## src/rtl/wave_pkg.sv

```systemverilog
// wave_pkg
//   Definitions shared by the two sides of the double-buffered sample RAM:
//   wave_capture (writer) and wave_display (reader).
//     wave_state_e   capture FSM encoding (ARMED, ACTIVE, WAIT)
//     WAVE_SAMPLES   samples stored per buffer half
//     SAMPLE_OFFSET  XOR mask turning a signed byte into offset binary
package wave_pkg;

    typedef enum logic [1:0] {
        ARMED  = 2'd0,
        ACTIVE = 2'd1,
        WAIT   = 2'd2
    } wave_state_e;

    localparam int         WAVE_SAMPLES  = 256;
    localparam logic [7:0] SAMPLE_OFFSET = 8'h80;

endpackage

```

## src/rtl/wave_trigger_detect.sv

```systemverilog
// wave_trigger_detect
//   Rising zero-crossing detector for the audio sample stream. Keeps the sign
//   of the previous sample and pulses 'trigger' for one cycle when a strobed
//   sample is non-negative while the previous one was negative.
//
//   Optional feature (macro WAVE_CAPTURE_HYST_EN): a sticky 'seen_low' flag,
//   set by a sample below -TRIG_HYST while armed and cleared when a capture
//   starts, must be high for a trigger. This rejects chatter around zero.
//
// Ports
//   clk               in   system clock
//   reset             in   synchronous, active-high
//   new_sample_ready  in   1-cycle strobe qualifying new_sample_in
//   new_sample_in     in   signed sample, SAMPLE_W bits
//   armed             in   capture FSM is waiting for a trigger
//   capture_start     in   capture FSM accepts the trigger this cycle
//   trigger           out  1-cycle rising zero-crossing pulse
module wave_trigger_detect
    import wave_pkg::*;
#(
    parameter int                    SAMPLE_W  = 16,
    parameter logic [SAMPLE_W-1:0]   TRIG_HYST = 16'd512
) (
    input  logic                       clk,
    input  logic                       reset,
    input  logic                       new_sample_ready,
    input  logic signed [SAMPLE_W-1:0] new_sample_in,
    input  logic                       armed,
    input  logic                       capture_start,
    output logic                       trigger
);

    // Only the sign of the previous sample takes part in the crossing test.
    logic prev_sample_msb;
    logic sign_rise;

    always_ff @(posedge clk) begin
        if (reset) begin
            prev_sample_msb <= 1'b0;
        end else if (new_sample_ready) begin
            prev_sample_msb <= new_sample_in[SAMPLE_W-1];
        end
    end

    assign sign_rise = new_sample_ready & prev_sample_msb & ~new_sample_in[SAMPLE_W-1];

`ifdef WAVE_CAPTURE_HYST_EN
    localparam logic signed [SAMPLE_W-1:0] HYST_LOW = -$signed(TRIG_HYST);

    logic seen_low;

    always_ff @(posedge clk) begin
        if (reset) begin
            seen_low <= 1'b0;
        end else if (capture_start) begin
            seen_low <= 1'b0;
        end else if (armed && new_sample_ready && (new_sample_in < HYST_LOW)) begin
            seen_low <= 1'b1;
        end
    end

    assign trigger = sign_rise & seen_low;
`else
    // Without hysteresis these inputs carry no information for this block.
    logic unused_inputs;
    assign unused_inputs = ^{TRIG_HYST, new_sample_in[SAMPLE_W-2:0], armed, capture_start};

    assign trigger = sign_rise;
`endif

endmodule

```

## src/rtl/wave_capture.sv

```systemverilog
// wave_capture
//   Writer side of the double-buffered sample RAM read by wave_display.
//   Arms on a rising zero crossing, writes the following 2**COUNT_W samples
//   (8-bit offset binary) into the half the display is not reading, then waits
//   for the display to go idle before flipping read_index and re-arming.
//
//   Optional feature: define WAVE_CAPTURE_HYST_EN to require the signal to
//   dip below -TRIG_HYST before a crossing counts as a trigger.
//
// Ports
//   clk                in   system clock
//   reset              in   synchronous, active-high
//   new_sample_ready   in   1-cycle strobe: new_sample_in valid this cycle
//   new_sample_in      in   signed two's-complement sample, SAMPLE_W bits
//   wave_display_idle  in   display not fetching; buffer swap is safe
//   write_address      out  {~read_index, count}, COUNT_W+1 bits
//   write_enable       out  RAM write strobe
//   write_sample       out  sample MSB byte converted to offset binary
//   read_index         out  buffer half the display reads
module wave_capture
    import wave_pkg::*;
#(
    parameter int                    SAMPLE_W  = 16,
    parameter int                    COUNT_W   = 8,
    parameter logic [SAMPLE_W-1:0]   TRIG_HYST = 16'd512
) (
    input  logic                       clk,
    input  logic                       reset,
    input  logic                       new_sample_ready,
    input  logic signed [SAMPLE_W-1:0] new_sample_in,
    input  logic                       wave_display_idle,
    output logic [COUNT_W:0]           write_address,
    output logic                       write_enable,
    output logic [7:0]                 write_sample,
    output logic                       read_index
);

    // Signed MSB byte -> offset binary: flipping the sign bit maps
    // 0x80..0x7F onto 0x00..0xFF.
    function automatic logic [7:0] to_offset_binary(input logic [7:0] msb_byte);
        return msb_byte ^ SAMPLE_OFFSET;
    endfunction

    wave_state_e        state_q, state_d;
    logic [COUNT_W-1:0] count_q, count_d;
    logic               read_index_q, read_index_d;
    logic               trigger;
    logic               armed;
    logic               capture_start;

    assign armed         = (state_q == ARMED);
    assign capture_start = armed & trigger;

    wave_trigger_detect #(
        .SAMPLE_W  (SAMPLE_W),
        .TRIG_HYST (TRIG_HYST)
    ) u_trigger (
        .clk              (clk),
        .reset            (reset),
        .new_sample_ready (new_sample_ready),
        .new_sample_in    (new_sample_in),
        .armed            (armed),
        .capture_start    (capture_start),
        .trigger          (trigger)
    );

    always_ff @(posedge clk) begin
        if (reset) begin
            state_q      <= ARMED;
            count_q      <= '0;
            read_index_q <= 1'b0;
        end else begin
            state_q      <= state_d;
            count_q      <= count_d;
            read_index_q <= read_index_d;
        end
    end

    always_comb begin
        state_d      = state_q;
        count_d      = count_q;
        read_index_d = read_index_q;
        unique case (state_q)
            ARMED: begin
                // The trigger sample itself is not stored.
                if (trigger) begin
                    state_d = ACTIVE;
                    count_d = '0;
                end
            end
            ACTIVE: begin
                if (new_sample_ready) begin
                    // Wraps to zero on the last write of the buffer half.
                    count_d = count_q + 1'b1;
                    if (&count_q) begin
                        state_d = WAIT;
                    end
                end
            end
            WAIT: begin
                if (wave_display_idle) begin
                    read_index_d = ~read_index_q;
                    state_d      = ARMED;
                end
            end
            default: begin
                state_d = ARMED;
            end
        endcase
    end

    // Zero-latency write port. Reset also masks the strobe so an abandoned
    // capture cannot write during the reset cycle itself.
    assign write_enable  = (state_q == ACTIVE) & new_sample_ready & ~reset;
    assign write_address = {~read_index_q, count_q};
    assign write_sample  = to_offset_binary(new_sample_in[SAMPLE_W-1 -: 8]);
    assign read_index    = read_index_q;

endmodule

```

## config.mk

```make
export PLATFORM = sky130hd
export DESIGN_NAME = wave_capture
export DESIGN_NICKNAME = d
export VERILOG_FILES = /design/src/rtl/wave_pkg.sv /design/src/rtl/wave_trigger_detect.sv /design/src/rtl/wave_capture.sv
export SDC_FILE = /design/constraint.sdc
export NUM_CORES = 1
export LEC_CHECK = 0
export CAP_MARGIN = 20
export CORE_AREA = 2 2 39 41
export CTS_BUF_LIST = sky130_fd_sc_hd__clkbuf_2
export CTS_CLUSTER_DIAMETER = 40
export DETAILED_ROUTE_END_ITERATION = 12
export DIE_AREA = 0 0 41 43
export DONT_BUFFER_PORTS = 1
export SLEW_MARGIN = 20
export SYNTH_ARGS = -nofsm -noshare
export SYNTH_HDL_FRONTEND = slang
export SYNTH_SLANG_ARGS = --single-unit
```

## constraint.sdc

```tcl
create_clock -name clk -period 1.55 [get_ports clk]
set_input_delay 0.2325 -clock clk [delete_from_list [all_inputs] [get_ports clk]]
set_output_delay 0.2325 -clock clk [all_outputs]
set_load 0.005 [all_outputs]
```

==> flow_metrics.tcl <==
set metrics [dict create \
    status "finished clean" \
    final.period_utilization_pct 92.4 \
    dp_hpwl_um 953 \
    grt_max_degree 12 \
    drcViolationCount 0 \
    numCtsBuffers 3 \
    cts_sinks 12 \
    yosysTopAreaCell "dfxtp_1" \
    fin_area_um2 673 \
    hp-class "input port to register" \
    slew_headroom_pct 80.3 \
    antenna_left 0 \
    netlist-cell-type-count 32 \
    drtPass1Iterations 4 \
    final_hold_viol_count 0 \
    post_cts_resized 0 \
    avgSynthCellArea_um2 8.39 \
    postSynthCellCount 78 \
    vdd_drop_max_mv 0.404 \
    synthesis.area_um2 654 \
    antenna_found_initial 0 \
    maxSlewViolCount 0 \
    core-area_um2 1380 \
    via_count 532 \
    grtUsageTotal_pct 17.0 \
    synth.top_cell.area_share_pct 36.7 \
    die_h_um 43 \
    yosysSeqAreaShare_pct 36.7 \
    gp_congestion 0.692 \
    synthTopCellsByArea "dfxtp_1 (37%), buf_4 (8.0%), nor2_1 (6.3%)" \
    drt_iter0_markers 6 \
    utilization_pct 48.6 \
    die_w_um 41 \
    end_kind "register" \
    required_ns 1.76 \
    tightest_slew_ns 0.292 \
    nNetsFinal 101 \
    finalCriticalPeriod_ns 1.43 \
    preCtsSetupSlack_ns 0.0702 \
    port_buffers 0 \
    drt-vias-per-instance 5.66 \
    cp_max_fo 4 \
    crit_path_start_kind "register" \
    io_pins 39 \
    syn-num-nets 99 \
    start_util_pct 47.3 \
    diodes 0 \
    fmax_mhz 698 \
    grt-ovfl-total 0 \
    grt_pass1_vias 514 \
    crit_arrival_ns 1.64 \
    rsz0062_at_grt "true" \
    cts_setup_buffers 0 \
    skew_ns 0.0118 \
    clockBufferDepth 2 \
    areaGrowthSynthToFinish_pct 2.87 \
    wire_per_inst_um 13.3 \
    clk_pin_slew_ns 0.13 \
    setup_viol 0 \
    setup_ws_ns 0.118 \
    postCtsHoldBufs 0 \
    cts_tree "yes" \
    cap_viol_max_count 0 \
    ys_ff_latch 12 \
    power_density_nw_per_um2 729 \
    place_area_um2 648 \
    rows 14 \
    critical_path_class "register to register" \
    drive_gt1_share_pct 20.5 \
    yosysWarningCount 0 \
    clk_latency_ns 0.25 \
    fill_cells 138 \
    dieArea_um2 1760 \
    drt_wl_total_mm 1.25 \
    cts_root_buf "clkbuf_2" \
    final.setup.tns_ns 0 \
    total_leakage_power_uw 0.000297 \
    htreeDepth 1 \
    grt_pass1_wl_mm 2.07 \
    timing.hold.ws_ns 0.0275 \
]
-- layer usage --
metal	track usage [%]	part of all wire [%]
met1	23.0	45
met2	23.8	46
met3	4.71	8.6
met4	8.67	0.64
met5	0	0
-- area by class of cell --
| type | instances | area (um2) | share of cell area, % |
|---|---|---|---|
| Multi-Input combinational cell | 53 | 335 | 49.8 |
| Clock buffer | 3 | 15.0 | 2.23 |
| Inverter | 4 | 15.0 | 2.23 |
| Sequential cell | 12 | 243 | 36.1 |
| Tap cell | 16 | 20.0 | 2.97 |
| Timing Repair Buffer | 6 | 45.0 | 6.69 |
-- path summary, 6_finish.rpt --
path	cells past startpoint	end	startpoint	slack (ns)
setup / recovery	5	state_q[1]	count_q[0]	0.12
setup reg to reg	5	state_q[1]	count_q[0]	0.12
hold reg to reg	2	u_trigger.prev_sample_msb	u_trigger.prev_sample_msb	0.50
hold / removal	1	state_q[1]	reset	0.03
-- per-stage QoR --
stage | total power (uW) | instances
after floorplan | 360 | 78
after global placement | 345 | 91
after detailed placement | 345 | 91
after CTS | 495 | 94
after global routing | 516 | 94
final | 490 | 94
-- worst max-delay path, stage by stage, from the launching register on --
cell,delay [ns]
dfxtp_2,0.35
ha_2,0.20
nand4_1,0.14
or3_4,0.41
o31a_1,0.24
nor2_1,0.07
-- layout by cell type (no fill, tap or decap), types with 4 or more instances in the layout --
master    n
a31oi_1   4
buf_4     6
dfxtp_1  10
inv_1     4
nand2_1   4
nor2_1   11
-- cells in the mapped netlist --
master    count
dfxtp_1      12
o211a_1       1
and2b_2       1
o21ai_0       1
nor2_1       11
xnor2_1       1
nand4_1       1
mux2i_1       1
nand2_1       4
clkbuf_4      1
nor3b_1       1
nor3_1        3
o21ai_2       1
nand3_1       2
a22oi_1       1
inv_1         4
nor4b_1       1
nor2b_1       3
buf_6         1
a211oi_1      2
a21oi_1       1
buf_4         7
or3_1         1
and2b_1       1
a31oi_1       4
nor4_1        1
nand2_2       1
o31a_1        1
a32oi_1       1
a211o_1       3
and3_1        3
ha_1          1
-- where the power goes --
group / internal (uW) / switching [uW]
sequential: 311 / 2.66
clock: 52.9 / 99.2
combinational: 11.0 / 13.5
-- cell families after synthesis --
group	count (synthesis)	share of synthesized area, %
multiplexers	1	1.53
AO/OA/AOI/OAI	16	18.4
flip-flops	12	36.7
XOR/XNOR	1	1.34
buffers and inverters	13	13.2
adder cells (fa/ha/maj)	1	1.91
AND/OR/NAND/NOR	34	27.0
-- registers in the layout (all words and copies together) (netlist names) --
register / cells
u_trigger.prev_sample_msb: 1
count_q: 8
state_q: 2
read_index: 1
Note: power is estimated with default switching activity, not from simulation.
